## src/rtl/ca_tx_gen_pkg.sv

```systemverilog
// Shared C/A code constants: code geometry, G1/G2 taps and the PRN G2 start states.
// Also used by the receiver-side code generator.
package ca_tx_gen_pkg;

  localparam int CODE_LEN       = 1023;
  localparam int BITS_PER_EPOCH = 20;
  localparam int LFSR_W         = 10;

  // Registers shift right; bit 0 is the output stage, bit 9 takes the feedback.
  localparam logic [LFSR_W-1:0] G1_TAPS = 10'b0010000001;
  localparam logic [LFSR_W-1:0] G2_TAPS = 10'b0110010111;
  localparam logic [LFSR_W-1:0] G1_INIT = '1;

  typedef enum logic {ST_IDLE, ST_RUN} state_t;

  // G2 initial states; bit 0 is the first chip shifted out.
  localparam int NUM_PRN = 4;
  function automatic logic [LFSR_W-1:0] prn_key_of(input int prn);
    logic [LFSR_W-1:0] k;
    case (prn)
      1:       k = 10'h3EC;
      2:       k = 10'h3D8;
      3:       k = 10'h3B0;
      4:       k = 10'h360;
      default: k = '0;
    endcase
    return k;
  endfunction

  function automatic logic [LFSR_W-1:0] lfsr_step(input logic [LFSR_W-1:0] s,
                                                  input logic [LFSR_W-1:0] taps);
    return {^(s & taps), s[LFSR_W-1:1]};
  endfunction

endpackage

```

## src/rtl/ca_lfsr_pair.sv

```systemverilog
// G1/G2 Gold-code register pair with synchronous load (priority) and shift.
module ca_lfsr_pair
  import ca_tx_gen_pkg::*;
(
  input  logic              clk,
  input  logic              rst,
  input  logic              load,
  input  logic              shift,
  input  logic [LFSR_W-1:0] g2_init,
  output logic [LFSR_W-1:0] g1,
  output logic [LFSR_W-1:0] g2,
  output logic              chip
);

  always_ff @(posedge clk or posedge rst) begin
    if (rst) begin
      g1 <= G1_INIT;
      g2 <= '0;
    end else if (load) begin
      g1 <= G1_INIT;
      g2 <= g2_init;
    end else if (shift) begin
      g1 <= lfsr_step(g1, G1_TAPS);
      g2 <= lfsr_step(g2, G2_TAPS);
    end
  end

  assign chip = g1[0] ^ g2[0];

endmodule

```

## src/rtl/ca_tx_gen.sv

```systemverilog
// C/A code transmitter: run/idle control, chip and period counters, and the
// navigation-bit hold/current path that modulates the chip stream.
module ca_tx_gen
  import ca_tx_gen_pkg::*;
(
  input  logic              clk,
  input  logic              rst,
  input  logic              chip_enable,
  input  logic              prn_key_load,
  input  logic [LFSR_W-1:0] prn_key,
  input  logic              start,
  input  logic              stop,
  input  logic              nav_valid,
  input  logic              nav_bit,
  output logic              nav_ready,
  output logic              ca_chip,
  output logic              tx_chip,
  output logic              epoch,
  output logic              bit_epoch,
  output logic [9:0]        chip_count,
  output logic [4:0]        epoch_count,
  output logic              underrun,
  output logic              running
);

  state_t            state;
  logic [LFSR_W-1:0] key_reg;
  logic [LFSR_W-1:0] key_next;
  logic [LFSR_W-1:0] g1, g2;
  logic              hold_full, hold_bit, cur_bit;
  logic              start_go, advance, reload, wrap, boundary, nav_take;

  // A same-cycle key load is visible to a reload or start in that cycle.
  assign key_next = prn_key_load ? prn_key : key_reg;

  assign start_go = (state == ST_IDLE) && start && !stop;
  assign advance  = (state == ST_RUN) && chip_enable && !stop;
  assign reload   = advance && (chip_count == 10'(CODE_LEN - 1));
  assign wrap     = reload && (epoch_count == 5'(BITS_PER_EPOCH - 1));
  assign boundary = start_go || wrap;

  assign nav_ready = !hold_full;
  assign nav_take  = nav_valid && nav_ready;

  ca_lfsr_pair u_lfsr (
    .clk     (clk),
    .rst     (rst),
    .load    (start_go || reload),
    .shift   (advance && !reload),
    .g2_init (key_next),
    .g1      (g1),
    .g2      (g2),
    .chip    (ca_chip)
  );

  always_ff @(posedge clk or posedge rst) begin
    if (rst) begin
      state       <= ST_IDLE;
      running     <= 1'b0;
      chip_count  <= '0;
      epoch_count <= '0;
      epoch       <= 1'b0;
      bit_epoch   <= 1'b0;
    end else begin
      epoch     <= 1'b0;
      bit_epoch <= 1'b0;
      if (stop) begin
        state   <= ST_IDLE;
        running <= 1'b0;
      end else if (start_go) begin
        state       <= ST_RUN;
        running     <= 1'b1;
        chip_count  <= '0;
        epoch_count <= '0;
        epoch       <= 1'b1;
        bit_epoch   <= 1'b1;
      end else if (advance) begin
        if (reload) begin
          chip_count <= '0;
          epoch      <= 1'b1;
          if (wrap) begin
            epoch_count <= '0;
            bit_epoch   <= 1'b1;
          end else begin
            epoch_count <= epoch_count + 5'd1;
          end
        end else begin
          chip_count <= chip_count + 10'd1;
        end
      end
    end
  end

  always_ff @(posedge clk or posedge rst) begin
    if (rst) key_reg <= '0;
    else if (prn_key_load) key_reg <= prn_key;
  end

  // At a boundary with an empty hold, an offered bit goes straight to current
  // and the hold is left empty, so nav_ready never drops for it.
  always_ff @(posedge clk or posedge rst) begin
    if (rst) begin
      hold_full <= 1'b0;
      hold_bit  <= 1'b0;
      cur_bit   <= 1'b0;
    end else if (boundary) begin
      if (hold_full) begin
        cur_bit   <= hold_bit;
        hold_full <= 1'b0;
      end else if (nav_valid) begin
        cur_bit <= nav_bit;
      end else begin
        cur_bit <= 1'b0;
      end
    end else begin
      if (stop) cur_bit <= 1'b0;
      if (nav_take) begin
        hold_bit  <= nav_bit;
        hold_full <= 1'b1;
      end
    end
  end

  always_ff @(posedge clk or posedge rst) begin
    if (rst) underrun <= 1'b0;
    else if (boundary && !hold_full && !nav_valid) underrun <= 1'b1;
    else if (prn_key_load) underrun <= 1'b0;
  end

  assign tx_chip = running && (ca_chip ^ cur_bit);

endmodule

```

## config.mk

```make
export PLATFORM = sky130hd
export DESIGN_NAME = ca_tx_gen
export DESIGN_NICKNAME = d
export VERILOG_FILES = /design/src/rtl/ca_tx_gen_pkg.sv /design/src/rtl/ca_lfsr_pair.sv /design/src/rtl/ca_tx_gen.sv
export SDC_FILE = /design/constraint.sdc
export NUM_CORES = 1
export LEC_CHECK = 0
export BUFFER_PORTS_ARGS = -buffer_cell sky130_fd_sc_hd__buf_2
export CAP_MARGIN = 15
export CORE_UTILIZATION = 38
export CTS_CLUSTER_SIZE = 24
export DETAILED_ROUTE_END_ITERATION = 8
export PLACE_DENSITY = 0.67
export RECOVER_POWER = 25
export SYNTH_ARGS = -nofsm -noshare
export SYNTH_HDL_FRONTEND = slang
export SYNTH_SLANG_ARGS = --single-unit
```

## constraint.sdc

```tcl
create_clock -name clk -period 4 [get_ports clk]
set_input_delay 0 -clock clk [delete_from_list [all_inputs] [get_ports clk]]
set_output_delay 0 -clock clk [all_outputs]
set_load 0.05 [all_outputs]
```

== Word level (Yosys, flattened, before mapping) ==
Index checks and enable logic that the tools add are counted.

* Mux-type cells: 31
* Reduce and logical (&&, ||, !) cells: 29
* Add/subtract/negate cells: 2
* Equal/unequal tests: 2
* Bitwise gates (word level): 5

{| class="wikitable"
|+ Operators by type and width
! operator !! count
|-
| 10-bit 2-to-1 mux || 8
|-
| 5-bit 2-to-1 mux || 4
|-
| 10-bit XOR reduction || 2
|-
| 1-bit 2-to-1 mux || 19
|-
| 2-bit nonzero test || 7
|-
| 1-bit logical AND || 11
|-
| 10-bit by 1-bit adder with 10-bit output (second input constant) || 1
|-
| 10-bit == test (second input constant) || 1
|-
| 5-bit by 1-bit adder with 5-bit output (second input constant) || 1
|-
| 5-bit == test (second input constant) || 1
|-
| 1-bit logical NOT || 4
|-
| 2-bit AND reduction || 2
|-
| 1-bit inverter || 3
|-
| 3-bit AND reduction || 1
|-
| 1-bit logical OR || 2
|-
| 1-bit XOR || 2
|}

* Register bits: 52
* Word-level logic and storage cells: 81
* Output and inout bits: 22

== Longest topological paths before layout ==
Gate-level depths: netlist (run 1).

* Depth after elaboration: 9
* Gate-level depth with buffers: 8
* Mapped depth without buffers: 7

== Modules after synthesis ==
A second synthesis (run 1) with hierarchy kept.

* Cells, all modules: 220
* Area, all modules: 2462.4 um^2

{| class="wikitable"
|+ By module, submodules not included
! module !! area each (um^2) !! cells an instance !! sequential area each (um^2) !! times used
|-
| ca_tx_gen || 1505.2 || 136 || 800.8 || 1
|-
| ca_lfsr_pair || 957.2 || 84 || 513.0 || 1
|}

== Worst setup path before layout (run 1) ==
Ideal clock, no wire load.

* Path type: register -> register
* From: register chip_count[0]
* To: register epoch_count[2]
* Arrival time: 1.949 ns
* Library setup time: 0.078 ns
* Data required time: 3.922 ns
* Clock period less this slack: 2.027 ns
* Path slack: 1.973 ns
* Stages on the path, launching flop included: 9
* Cell sequence: dfrtp_1 > inv_1 > ha_1 > and4_1 > a41oi_4 > buf_6 > buf_4 > o21ai_0 > a21oi_1

* Cells in the longest elaborated chain, start to end: 7
* Elaborated cells on any way between the ends: 9
* Classes of those cells: eq/ne (1); mux (4); reduce/logical (4)

{| class="wikitable"
|+ Ends and longest elaborated chain
! what !! RTL line !! RTL
|-
| start, declared || ca_tx_gen.sv:20 || <nowiki>output logic [9:0] chip_count,</nowiki>
|-
| start signal, assigned || ca_tx_gen.sv:88 || <nowiki>chip_count <= chip_count + 10'd1;</nowiki>
|-
| 10-bit == test (*) || ca_tx_gen.sv:38 || <nowiki>assign reload = advance && (chip_count == 10'(CODE_LEN - 1));</nowiki>
|-
| 1-bit logical AND (*) || ca_tx_gen.sv:38 ||
|-
| 1-bit logical AND || ca_tx_gen.sv:39 || <nowiki>assign wrap = reload && (epoch_count == 5'(BITS_PER_EPOCH - 1));</nowiki>
|-
| 5-bit 2-to-1 mux || ca_tx_gen.sv:81 || <nowiki>if (wrap) begin</nowiki>
|-
| 5-bit 2-to-1 mux || ca_tx_gen.sv:78 || <nowiki>if (reload) begin</nowiki>
|-
| 5-bit 2-to-1 mux || ca_tx_gen.sv:77 || <nowiki>end else if (advance) begin</nowiki>
|-
| 5-bit 2-to-1 mux || ca_tx_gen.sv:70 || <nowiki>end else if (start_go) begin</nowiki>
|-
| end signal, assigned || ca_tx_gen.sv:85 || <nowiki>epoch_count <= epoch_count + 5'd1;</nowiki>
|-
| end, declared || ca_tx_gen.sv:21 || <nowiki>output logic [4:0] epoch_count,</nowiki>
|}

Mark *: on every way between the ends. The rest lies on a longest branch, timed or not. The select of a mux whose other input is x is not followed.
A chain may end at the register's enable or synchronous reset.

==> results of run 1 <==
timing repair:
action | in CTS | in global routing
setup endpoints to repair | 0 | 0
hold buffers | 15 | 0
buffers inserted | 0 | 0
hold endpoints to repair | 55 | 0
layout make-up:
class	count	area share [%]
clock buffers	6	2.85
clock inverters	2	0.604
flip-flops and latches	52	45.3
repair buffers	55	12.0
inverters	6	0.776
multi-input cells	168	35.2
well taps	75	3.23
layer usage:
metal / global-route usage (%) / up-vias / routed length [um]
met4: 4.74 / 0 / 56
li1: - / 921 / -
met3: 3.00 / 7 / 152
met1: 20.0 / 878 / 2280
met2: 25.8 / 30 / 2220
met5: 0 / - / 0
critical path: stages:
cell and delay [ns]:
dlygate4sd3_1 0.53, buf_2 0.12, inv_1 0.24, clkbuf_1 1.65
through the flow:
stage	total power, W	setup slack (ns)	hold slack, ns	cells	cell area, um2
CTS	0.00140	1.55	0.109	363	2900
floorplan	0.000977	1.97	0.0664	238	2430
detailed placement	0.00106	1.56	0.226	340	2650
global route	0.00147	0.831	0.137	364	2900
global placement	0.00105	1.64	0.232	340	2650
finish	0.00138	1.38	0.0989	364	2900
power groups by stage:
stage | logic, W | registers [W] | clock network [W]
3_3_place_gp | 0.000345 | 0.000706 | 0
6_report | 0.000359 | 0.000698 | 0.000325
3_5_place_dp | 0.000352 | 0.000708 | 0
2_1_floorplan | 0.000223 | 0.000754 | 0
4_1_cts | 0.000364 | 0.000699 | 0.000335
5_1_grt | 0.000399 | 0.000713 | 0.000354
placed cells by master, fill, tap and decap left out, drive strengths merged, types with 5 or more instances in the layout:
master and count:
xnor2 8, mux2 11, buf 39, or3 5, o21ai 28, nand2 36
dfrtp 42, xor2 5, nand3 17, clkbuf 7, inv 8, dlygate4sd3 15
nor2 21, dfstp 10, a21oi 7
kinds of logic after synthesis:
| family | Yosys count | share of synthesized area [%] |
|---|---|---|
| AND/OR/NAND/NOR | 94 | 18.4 |
| flip-flops | 52 | 54.2 |
| AO/OA/AOI/OAI | 46 | 12.0 |
| buffers and inverters | 18 | 3.71 |
| XOR/XNOR | 13 | 4.69 |
| multiplexers | 12 | 5.52 |
| adder cells (fa/ha/maj) | 3 | 1.55 |
worst max-delay path by stage:
stage,slack [ns],start,cells past startpoint,endpoint
after floorplan,1.97,chip_count[0],8,epoch_count[2]
after global placement,1.64,chip_count[0],7,u_lfsr.g2[5]
after detailed placement,1.56,chip_count[0],7,u_lfsr.g2[5]
after CTS,1.55,chip_count[0],7,u_lfsr.g2[5]
after global routing,0.83,rst,4,u_lfsr.g2[0]
final,1.38,rst,4,cur_bit
==> qor.csv, run 1 <==
metric,value,unit
Post-Syn Nets,259,
RSZ-0062 raised after global routing,no,
Cell Rows,28,
ys async rst share,100,%
Synth-to-Final Area Change,19.6,%
R2R Setup Slk,1.55,ns
final setup vio count,0,
minimum clock period,2.62,ns
n_diodes,0,
Post-synth EDFFs,0,
NetSw,0.000472,W
via count of the routed design,1836,
Residual DRC,0,
max-slew violation count,45,
H-tree depth,2,
"Distinct cells, synth",41,
overall routing resource usage,15.4,%
Synth Instances,238,
Post-Syn Area per Cell,10.2,um2
post-synthesis sequential area ratio,54.2,%
worst-path maximum fanout,44,
routed vias/inst,5.04,
FF/Latch Area,1310,um2
CTS tree,built,
Die W,81.9,um
Pwr Density,476,nW/um2
hold path startpoint,prn_key_load,
Leak,1.33,nW
worst-margin pin slew,2.27,ns
vias in the first global route,1768,
grt ovf,0,
first-pass GRT wire length,8.01,mm
Max Fclk,382,MHz
crit start category,input port,
VDD IR max,0.222,mV
Hold WC Path Type,in -> reg,
GP Congestion,0.772,
Clock Pin Slew Worst Setup and Hold Paths,0.10,ns
Seq pwr share,50.5,%
R2R Path Start,chip_count[0],
Worst Path Required,3.96,ns
top_reg_cell synth,dfrtp_1,
CTS Buf Count,5,
R2R depth,7,
max cap viols,1,
drt pass-1 iters,4,
critical path class,in -> async,
worst reg2reg path endpoint,u_lfsr.g2[0],
crit path DAT,2.58,ns
CTS Root Buffer Type,clkbuf_8,
"Core Util, Final",48.2,%
top-count cell post-synth,dfrtp_1,
#FFs+latches synth,52,
Initial DRC Count,107,
Critical Path End Type,async pin,
hold depth,3,
top cell type by total area after synthesis,dfrtp_1,
Post-DRT Antenna Nets,0,
status,finished with violations,
Mapped Area,2430,um2
warnings from Yosys,0,
violated checks,"max-capacitance violations, max-slew violations",
setup tns final,0,ns
post-DR wirelength/cell,13.0,um
Rel. slew slack,-51.4,%
worst-skew pair later-pin latency,0.31,ns
Routed Wire Length,4.71,mm
post-DP HPWL,3.24,mm
Clk pwr share,23.5,%
fillers,617,
nets,309,
CTS resizes,0,
Die Ht,81.9,um
Core Region,6030,um2
"top cells by area, synth","dfrtp_1, dfstp_2, nand2_1",
Multi-input gate area,1020,um2
initial antenna violation count,0,
Comb power frac,25.9,%
WHS Endpoint,underrun,
I/O pin count,40,
Sink Count,52,
largest net degree at the start of global routing,53,
initial cell density of the core,40.3,%
CTS max path bufs,2,
crit share post-route,65.4,%
layout cells sized above 1,25.6,%
Die ar.,6710,um2
switching share of power,34.2,%
"top cells by count, synth","dfrtp_1, nand2_1, o21ai_0",
clk_skew,0.00994,ns
P_int,0.000909,W
final hold viol count,0,
area share of the largest cell type after synthesis,43.3,%
IO buf count,39,
(Power assumes the default switching activity.)
==> run 2: changes to the inputs <==
Settings changed: PLACE_DENSITY 0.67 to 0.69.
Clock period 4 ns to 2.4 ns, I/O delays scaled along.
==> run 2 against run 1 <==
The flow now finishes without violations. Clock power grew 47%. Power grew 62%. Combinational power grew 69%. Setup slack lost 1.1 ns. Die area is the same. Critical path type is now reg -> reg. Critical endpoint is now u_lfsr.g2[2]. Largest cell class unchanged. Highest routed layer unchanged.
==> qor.csv, run 2 (synthesis gave the netlist of run 1 again) <==
metric,value,unit
setup tns final,0,ns
status,completed,
Cell Rows,28,
Pwr Density,771,nW/um2
R2R Setup Slk,0.26,ns
Initial DRC Count,122,
initial cell density of the core,40.3,%
Die W,81.9,um
Sink Count,52,
Area after DPL,2690,um2
Clock Pin Slew Worst Setup and Hold Paths,0.09,ns
"Core Util, Final",48.3,%
R2R depth,7,
largest net degree at the start of global routing,23,
Routed Wire Length,4.79,mm
post-route design area,2910,um2
total power,0.00225,W
Place WS,0.292,ns
Die Ht,81.9,um
post-DR wirelength/cell,13.0,um
final setup vio count,0,
crit share post-route,89.0,%
"commonest non-fill, non-tap cell in the layout",dfrtp_1,
minimum clock period,2.14,ns
worst-path cell chain,"inv_1, ha_1, and4_1, a41oi_4, inv_2, o21ai_0, o21ai_1",
CTS Buf Count,5,
Max Fclk,468,MHz
layout cells sized above 1,25.3,%
Hold WC Path Type,in -> reg,
drt pass-1 iters,4,
grt ovf,0,
nets,313,
max cap viols,0,
CTS tree,built,
IO buf count,39,
Post-DRT Antenna Nets,0,
worst reg2reg path endpoint,u_lfsr.g2[2],
clk_skew,0.00547,ns
first-pass GRT wire length,8.12,mm
end point of the critical path,u_lfsr.g2[2],
initial antenna violation count,0,
CTS max path bufs,2,
Post-CTS Repair Setup Buffers,0,
Leak,1.33,nW
Critical-path top delay cell,a41oi_4,
Critical Path End Type,register,
GP Congestion,0.789,
overall routing resource usage,16.0,%
crit start category,register,
Residual DRC,0,
Post-CTS Hold Buffers,15,
VDD IR max,0.356,mV
most frequent cells in the layout,"dfrtp_1, buf_2, nand2_1, o21ai_0, nor2_1",
H-tree depth,2,
I/O pin count,40,
Rel. slew slack,41.0,%
n_diodes,0,
max-slew violation count,0,
crit path DAT,2.33,ns
critical path class,reg -> reg,
worst-margin pin slew,0.885,ns
CTS Root Buffer Type,clkbuf_8,
final setup margin,0.263,ns
via count of the routed design,1852,
final hold viol count,0,
worst-skew pair later-pin latency,0.31,ns
Crit. Startpoint,chip_count[0],
RSZ-0062 raised after global routing,no,
CTS resizes,0,
Die ar.,6710,um2
Core Region,6030,um2
Worst Path Required,2.60,ns
Synth-to-Final Area Change,20.0,%
routed vias/inst,5.03,
Worst path max stage delay,0.46,ns
R2R Path Start,chip_count[0],
vias in the first global route,1757,
worst-path maximum fanout,22,
post-DP HPWL,3.33,mm
fillers,580,
## run 2: cell count changes in the layout (fill, tap and decap cells not counted)
cell      delta
clkbuf_1     +2
mux2_2       -1
mux2_1       +1
clkbuf_8     -1
inv_6        -2
buf_4        +4
clkinv_1     +1
## run 2: worst max-delay path: cells and delay by family, from the launching register on
family                     cells  cell delay [ns]
buffers and inverters          2             0.37
DFF                            1             0.42
adders and majority gates      1             0.19
AOI/OAI and AO/OA              3             0.82
and+or+nand+nor                1             0.22
## run 2: area by class of cell
| class | count | area, um2 | area share, % |
|---|---|---|---|
| flip-flops and latches | 52 | 1310 | 45.1 |
| multi-input cells | 168 | 1020 | 35.1 |
| clock inverters | 1 | 3.75 | 0.129 |
| repair buffers | 59 | 379 | 13.0 |
| clock buffers | 7 | 76.3 | 2.62 |
| inverters | 6 | 22.5 | 0.774 |
| well taps | 75 | 93.8 | 3.22 |
## run 2: power by group
part | internal (W) | total [W] | leakage (nW) | switching [W]
logic | 0.000228 | 0.000605 | 0.652 | 0.000377
registers | 0.00105 | 0.00116 | 0.642 | 0.000112
clock network | 0.000204 | 0.000478 | 0.0399 | 0.000275
total | 0.00148 | 0.00225 | 1.33 | 0.000763
## run 2: layer usage
metal	routed length (um)	up-vias	track usage, %
met2	2300	50	25.3
met4	13	0	3.68
met1	2210	878	21.3
li1	-	922	-
met3	263	2	5.00
met5	0	-	0
## run 2: worst min-delay path by stage
stage                       from       endpoint  slack (ns)  depth (start not counted)
floorplan                   stop          state        0.07                          1
global placement             rst  chip_count[3]        0.01                          2
detailed placement           rst  chip_count[3]        0.01                          2
CTS                  chip_enable  chip_count[1]        0.11                          3
global route         chip_enable  chip_count[1]        0.12                          3
finish              prn_key_load       underrun        0.12                          3
## run 2: stage by stage
step | std cells | hold WS, ns
floorplan | 238 | 0.0664
global placement | 345 | 0.0111
detailed placement | 345 | 0.0116
CTS | 368 | 0.106
global route | 368 | 0.121
finish | 368 | 0.119
